File: config.mk
export PLATFORM = sky130hd
export DESIGN_NAME = vram_arbiter
export DESIGN_NICKNAME = d
export VERILOG_FILES = /design/src/rtl/vram_arbiter_pkg.sv /design/src/rtl/vram_cycle.sv /design/src/rtl/vram_arbiter.sv
export SDC_FILE = /design/constraint.sdc
export NUM_CORES = 1
export LEC_CHECK = 0
export ABC_AREA = 1
export BUFFER_PORTS_ARGS = -buffer_cell sky130_fd_sc_hd__buf_4
export CAP_MARGIN = 20
export CORE_ASPECT_RATIO = 1.2
export CORE_MARGIN = 2
export CORE_UTILIZATION = 52
export CTS_CLUSTER_DIAMETER = 100
export DETAILED_ROUTE_END_ITERATION = 10
export PLACE_DENSITY = 0.93
export SYNTH_ARGS = -nofsm -noshare
export SYNTH_HDL_FRONTEND = slang
export SYNTH_HIERARCHICAL = 1
export SYNTH_SLANG_ARGS = --single-unit
export TNS_END_PERCENT = 100
File: constraint.sdc
create_clock -name MemClk -period 3.4 [get_ports MemClk]
set_input_delay 0 -clock MemClk [delete_from_list [all_inputs] [get_ports MemClk]]
set_output_delay 0 -clock MemClk [all_outputs]
set_load 0.02 [all_outputs]
File: src/rtl/vram_arbiter_pkg.sv
// vram_arbiter_pkg: shared SRAM constants, default timings and access state encoding
package vram_arbiter_pkg;
  localparam int SRAM_AW = 19;
  localparam int SRAM_DW = 8;
  localparam int DEF_RD_CYCLES = 2;
  localparam int DEF_WR_CYCLES = 2;
  localparam int DEF_MAX_STREAK = 8;
  typedef enum logic [2:0] {
    IDLE     = 3'd0,
    RD       = 3'd1,
    RD_DONE  = 3'd2,
    WR_SETUP = 3'd3,
    WR_PULSE = 3'd4,
    WR_HOLD  = 3'd5
  } state_e;
  function automatic logic is_wr(input state_e s);
    return s inside {WR_SETUP, WR_PULSE, WR_HOLD};
  endfunction
endpackage

File: src/rtl/vram_cycle.sv
// vram_cycle: SRAM access sequencer; one read or write per start with fixed strobe timing
module vram_cycle
  import vram_arbiter_pkg::*;
#(
  parameter int AWIDTH    = SRAM_AW,
  parameter int DWIDTH    = SRAM_DW,
  parameter int RD_CYCLES = DEF_RD_CYCLES,
  parameter int WR_CYCLES = DEF_WR_CYCLES
) (
  input  logic              clk_i,
  input  logic              rst_ni,
  input  logic              start_i,
  input  logic              is_write_i,
  input  logic [AWIDTH-1:0] addr_i,
  input  logic [DWIDTH-1:0] data_i,
  input  logic [DWIDTH-1:0] rd_data_i,
  output logic [2:0]        state_o,
  output logic [AWIDTH-1:0] mem_addr_o,
  output logic [DWIDTH-1:0] mem_data_o,
  output logic              mem_drive_o,
  output logic              mem_we_o,
  output logic              mem_oe_o,
  output logic [DWIDTH-1:0] rd_data_o,
  output logic              rd_done_o,
  output logic              wr_done_o
);
  localparam int MAXC = RD_CYCLES > WR_CYCLES ? RD_CYCLES : WR_CYCLES;
  localparam int CW = $clog2(MAXC + 1);
  state_e            state_q;
  logic [CW-1:0]     cnt_q;
  logic [AWIDTH-1:0] addr_q;
  logic [DWIDTH-1:0] wdata_q, rdata_q;
  logic              drive_q, we_q, oe_q, rd_done_q, wr_done_q;
  assign state_o     = state_q;
  assign mem_addr_o  = addr_q;
  assign mem_data_o  = wdata_q;
  assign mem_drive_o = drive_q;
  assign mem_we_o    = we_q;
  assign mem_oe_o    = oe_q;
  assign rd_data_o   = rdata_q;
  assign rd_done_o   = rd_done_q;
  assign wr_done_o   = wr_done_q;
  // Access FSM: address latched at start and held until the access returns to IDLE
  always_ff @(posedge clk_i or negedge rst_ni) begin
    if (!rst_ni) begin
      state_q   <= IDLE;
      cnt_q     <= '0;
      addr_q    <= '0;
      wdata_q   <= '0;
      rdata_q   <= '0;
      drive_q   <= 1'b0;
      we_q      <= 1'b1;
      oe_q      <= 1'b1;
      rd_done_q <= 1'b0;
      wr_done_q <= 1'b0;
    end else begin
      case (state_q)
        IDLE: if (start_i) begin
          addr_q <= addr_i;
          cnt_q  <= CW'(1);
          if (is_write_i) begin
            wdata_q <= data_i;
            drive_q <= 1'b1;
            state_q <= WR_SETUP;
          end else begin
            oe_q    <= 1'b0;
            state_q <= RD;
          end
        end
        RD: if (cnt_q == CW'(RD_CYCLES)) begin
          rdata_q   <= rd_data_i;
          oe_q      <= 1'b1;
          rd_done_q <= 1'b1;
          state_q   <= RD_DONE;
        end else cnt_q <= cnt_q + 1'b1;
        RD_DONE: begin
          rd_done_q <= 1'b0;
          state_q   <= IDLE;
        end
        WR_SETUP: begin
          we_q    <= 1'b0;
          cnt_q   <= CW'(1);
          state_q <= WR_PULSE;
        end
        WR_PULSE: if (cnt_q == CW'(WR_CYCLES)) begin
          we_q      <= 1'b1;
          wr_done_q <= 1'b1;
          state_q   <= WR_HOLD;
        end else cnt_q <= cnt_q + 1'b1;
        WR_HOLD: begin
          drive_q   <= 1'b0;
          wr_done_q <= 1'b0;
          state_q   <= IDLE;
        end
        default: state_q <= IDLE;
      endcase
    end
  end
endmodule

File: src/rtl/vram_arbiter.sv
// vram_arbiter: display-priority SRAM arbiter with host streak guarantee; VRAM_ARB_STATS_EN adds HostStallCnt
module vram_arbiter
  import vram_arbiter_pkg::*;
#(
  parameter int AWIDTH     = SRAM_AW,
  parameter int DWIDTH     = SRAM_DW,
  parameter int RD_CYCLES  = DEF_RD_CYCLES,
  parameter int WR_CYCLES  = DEF_WR_CYCLES,
  parameter int MAX_STREAK = DEF_MAX_STREAK
) (
  input  logic              MemClk,
  input  logic              RstN,
  input  logic              DispReq,
  input  logic [AWIDTH-1:0] DispAddr,
  output logic [DWIDTH-1:0] DispData,
  output logic              DispRdy,
  input  logic              HostReq,
  input  logic [AWIDTH-1:0] HostAddr,
  input  logic [DWIDTH-1:0] HostData,
  output logic              HostAck,
  output logic [AWIDTH-1:0] MemAddr,
  output logic [DWIDTH-1:0] MemDataOut,
  output logic              MemDataDrive,
  input  logic [DWIDTH-1:0] MemDataIn,
  output logic              MemWE,
  output logic              MemOE
`ifdef VRAM_ARB_STATS_EN
  ,output logic [15:0]      HostStallCnt
`endif
);
  localparam int SW = $clog2(MAX_STREAK + 1);
  logic [2:0]    st;
  logic [SW-1:0] streak_q, streak_d;
  logic          idle, host_sel, disp_sel, start;
  assign idle     = st == IDLE;
  assign host_sel = HostReq && (!DispReq || streak_q == SW'(MAX_STREAK));
  assign disp_sel = DispReq && !host_sel;
  assign start    = idle && (host_sel || disp_sel);
  // Streak only moves on IDLE edges: cleared when host is served or absent, else counts display grants
  always_comb begin
    streak_d = !idle ? streak_q
             : (!HostReq || host_sel) ? '0
             : (streak_q != SW'(MAX_STREAK)) ? streak_q + 1'b1 : streak_q;
  end
  // Streak register
  always_ff @(posedge MemClk or negedge RstN) begin
    if (!RstN) streak_q <= '0;
    else streak_q <= streak_d;
  end
  vram_cycle #(
    .AWIDTH(AWIDTH), .DWIDTH(DWIDTH), .RD_CYCLES(RD_CYCLES), .WR_CYCLES(WR_CYCLES)
  ) u_cycle (
    .clk_i      (MemClk),
    .rst_ni     (RstN),
    .start_i    (start),
    .is_write_i (host_sel),
    .addr_i     (host_sel ? HostAddr : DispAddr),
    .data_i     (HostData),
    .rd_data_i  (MemDataIn),
    .state_o    (st),
    .mem_addr_o (MemAddr),
    .mem_data_o (MemDataOut),
    .mem_drive_o(MemDataDrive),
    .mem_we_o   (MemWE),
    .mem_oe_o   (MemOE),
    .rd_data_o  (DispData),
    .rd_done_o  (DispRdy),
    .wr_done_o  (HostAck)
  );
`ifdef VRAM_ARB_STATS_EN
  logic [15:0] stall_q;
  assign HostStallCnt = stall_q;
  // Saturating count of cycles the host waits outside its own write
  always_ff @(posedge MemClk or negedge RstN) begin
    if (!RstN) stall_q <= '0;
    else if (HostReq && !is_wr(state_e'(st)) && stall_q != 16'hFFFF) stall_q <= stall_q + 1'b1;
  end
`endif
endmodule

==> run_results.csv <==
group,metric,value,unit
setup_path,cp.arrival,3.18,ns
floorplanning,core_area,4530,µm²
sta,setup_slack,0.466,ns
power,power.density,765,nW/µm²
floorplanning,fp.dieH,78.8,µm
power,p_leak,2.05,nW
sta,tightest_slew,0.985,ns
detailed_routing,drtIter0Drc,259,
power,ir_worst_vdd,0.547,mV
sta,setup_viol,0,
clocking,cts_root_buf,"clkbuf_8",
logic_synthesis,syn_area_per_cell,7.76,µm²
clocking,clk_latency,0.30,ns
clocking,cts.htree.levels,2,
clocking,postCtsSetupRepairBufs,0,
detailed_routing,drc,0,
clocking,clkSinkCount,49,
run,maxCapViolCount,0,
sta,clock_skew,0.00991,ns
place,portBuffers,97,
logic_synthesis,post_synth_num_cell_types,26,
logic_synthesis,synth-compound-area-share,2.99,%
logic_synthesis,synth_top_family_by_area,"simple AND/OR/NAND/NOR gates",
detailed_routing,routed-via-count,2695,
clocking,cts_tree,"built",
detailed_routing,wl_per_cell,14.8,µm
sta,rsz0062_at_grt,"false",
setup_path,critical_path.max_stage_delay,0.82,ns
setup_path,slowest_stage,"inv_1",
floorplanning,die-area,5230,µm²
logic_synthesis,synth-xor-area-share,0,%
sta,relSlewSlack,34.3,%
setup_path,path_cells,"inv_1, ha_1, nand3_2, nand2_2, nand2_2, inv_1, nand2_1, nand2_1, dlygate4sd3_1, nand2_1, nand2_1",
detailed_routing,drtPass1Iterations,5,
detailed_routing,vias_per_cell,5.24,
sta,min_period,2.93,ns
place,pre_cts_ws,1.15,ns
grt,grt_max_degree,50,
place,hpwl,4450,µm
grt,gr-total-overflow,0,
clocking,clk_pin_slew,0.09,ns
logic_synthesis,syn_nets,374,
setup_path,path_class,"reg -> reg",
grt,antenna_found_initial,0,
sta,hold_violations,0,
logic_synthesis,synthSimpleGateAreaFrac,37.7,%
grt,grt_pass1_wl,12400,µm
logic_synthesis,synthAdderAreaFrac,1.55,%
clocking,post_cts_resized,0,
finish,drive_gt1_share,26.6,%
worst_hold_path,hold_class,"in -> reg",
logic_synthesis,synth-seq-cells,49,
floorplanning,fp-row-count,27,
setup_path,end_kind,"flop",
sta,whs,0.00311,ns
logic_synthesis,yosysSeqAreaShare,50.6,%
floorplanning,pin_count,98,
clocking,clock_path_buffers,2,
finish,layout.nets,515,
outcome,status,"finished clean",
grt,track_usage,30.7,%
power,power,0.00283,W
logic_synthesis,synth_area,2430,µm²
sta,maxSlewViolCount,0,
logic_synthesis,yosys_warnings,6,
place,gp_congestion,0.864,
logic_synthesis,synth.area.mux_share,0,%
detailed_routing,wirelength,7590,µm
sta,clock.fmax,341,MHz
setup_path,required,3.64,ns
clocking,cts_buffers,5,
detailed_routing,ant_nets,0,
floorplanning,start_util,53.6,%
setup_path,crit_path_frequent_cell,"nand2_1",
setup_path,cp-start-kind,"flop",
sta,final.period_utilization,86.3,%
logic_synthesis,syn_inst,313,
sta,finalSetupTns,0,ns
grt,first_global_vias,2821,
finish,syn_to_final_growth,52.3,%
setup_path,cp_max_fo,30,
floorplanning,die_x,66.4,µm
## placed cells by master, fill, tap and decap left out
cell type and instances:
nand2_1 171, buf_4 97, dlygate4sd3_1 48, dfrtp_1 47, nand3_1 25, inv_1 15, nor2_1 9, o21ai_0 7
nand2_2 6, clkbuf_8 5, ha_1 3, a21oi_1 3, inv_2 2, nand3_2 2, clkinvlp_4 2, dfstp_2 2
diode_2 1, o21bai_1 1, nand4_1 1, clkbuf_1 1, nor2_4 1, nand3_4 1, inv_4 1, nand2_4 1
nor2_2 1, a31oi_1 1, o2111ai_1 1, nor3_1 1
## metal layers
layer	GRT usage (%)	vias up	wire length (µm)
met5	0	-	0
met4	16.5	0	314
met3	6.23	34	453
met2	54.4	138	4150
met1	33.8	1272	2680
li1	-	1251	-
## cells by family (layout without fill, tap and decap cells)
kind of cell               count (synthesis)  count (layout)
and+or+nand+nor                          219             219
other                                      0               1
buffers and inverters                     29             171
adders and majority gates                  3               3
AOI/OAI and AO/OA                         13              13
DFF                                       49              49
## area by class of cell
type                            instances  area, µm²
Tap cell                               58       72.6
Fill cell                             275        831
Clock buffer                            6       72.6
Clock inverter                          2       15.0
Inverter                               18       70.1
Sequential cell                        49       1230
Multi-Input combinational cell        235       1030
Timing Repair Buffer                  145       1210
Antenna cell                            1       2.50
## per-stage QoR
step / area [µm²] / cells / util [%]
6_report: 3700 / 514 / 81.6
5_1_grt: 3690 / 513 / 81.6
4_1_cts: 3690 / 513 / 81.6
3_5_place_dp: 3130 / 457 / 69.0
3_3_place_gp: 3130 / 457 / 69.0
2_1_floorplan: 2430 / 313 / -
## sequential cells by signal (all words and copies together), names as in the netlist
register and cells:
u_cycle/rd_done_o 1, u_cycle/state_o 3, u_cycle/mem_we_o 1, u_cycle/wr_done_o 1
streak_q 4, u_cycle/mem_addr_o 19, u_cycle/rd_data_o 8, u_cycle/cnt_q 2
u_cycle/mem_drive_o 1, u_cycle/mem_oe_o 1, u_cycle/mem_data_o 8
## critical path: cells and delay by family, from the launching register on
kind          cells  cell delay (ns)
fa+ha+maj         1             0.17
flops             1             0.42
buf+inv           3             1.47
simple gates      7             0.81
## where the power goes
part	switching, W	internal [W]	leakage (nW)
Sequential	0.000182	0.000845	0.613
Combinational	0.000895	0.000569	1.40
Clock	0.000193	0.000145	0.0374
Total	0.00127	0.00156	2.05
## cells in the mapped netlist, drive strengths merged
master | n | area share (%)
nand2 | 178 | 28
dfrtp | 47 | 48
nand3 | 28 | 6.7
inv | 18 | 2.9
buf | 11 | 4.2
nor2 | 11 | 2.1
o21ai | 7 | 1.4
a21oi | 3 | 0.62
ha | 3 | 1.5
dfstp | 2 | 2.2
a31oi | 1 | 0.26
nand4 | 1 | 0.26
nor3 | 1 | 0.21
o2111ai | 1 | 0.36
o21bai | 1 | 0.31
## final timing paths
check	from	end	slack, ns	cells past startpoint
min in group asynchronous	RstN	u_cycle/rd_data_o[3]$_DFFE_PN0P_	0.27	2
min reg2reg	u_cycle/mem_oe_o$_DFFE_PN1P_	u_cycle/mem_oe_o$_DFFE_PN1P_	0.48	2
max	streak_q[0]$_DFFE_PN0P_	u_cycle/mem_addr_o[14]$_DFFE_PN0P_	0.47	11
min	HostAddr[0]	u_cycle/mem_addr_o[0]$_DFFE_PN0P_	0.003	5
max reg2reg	streak_q[0]$_DFFE_PN0P_	u_cycle/mem_addr_o[14]$_DFFE_PN0P_	0.47	11
max in group asynchronous	RstN	u_cycle/mem_data_o[5]$_DFFE_PN0P_	2.70	2
## what timing repair did
item | CTS | global route
setup endpoints to repair | 0 | 0
endpoints found under the hold margin | 80 | 0
hold buffers | 48 | 0
No activity file was read; power rests on OpenSTA's default activity.
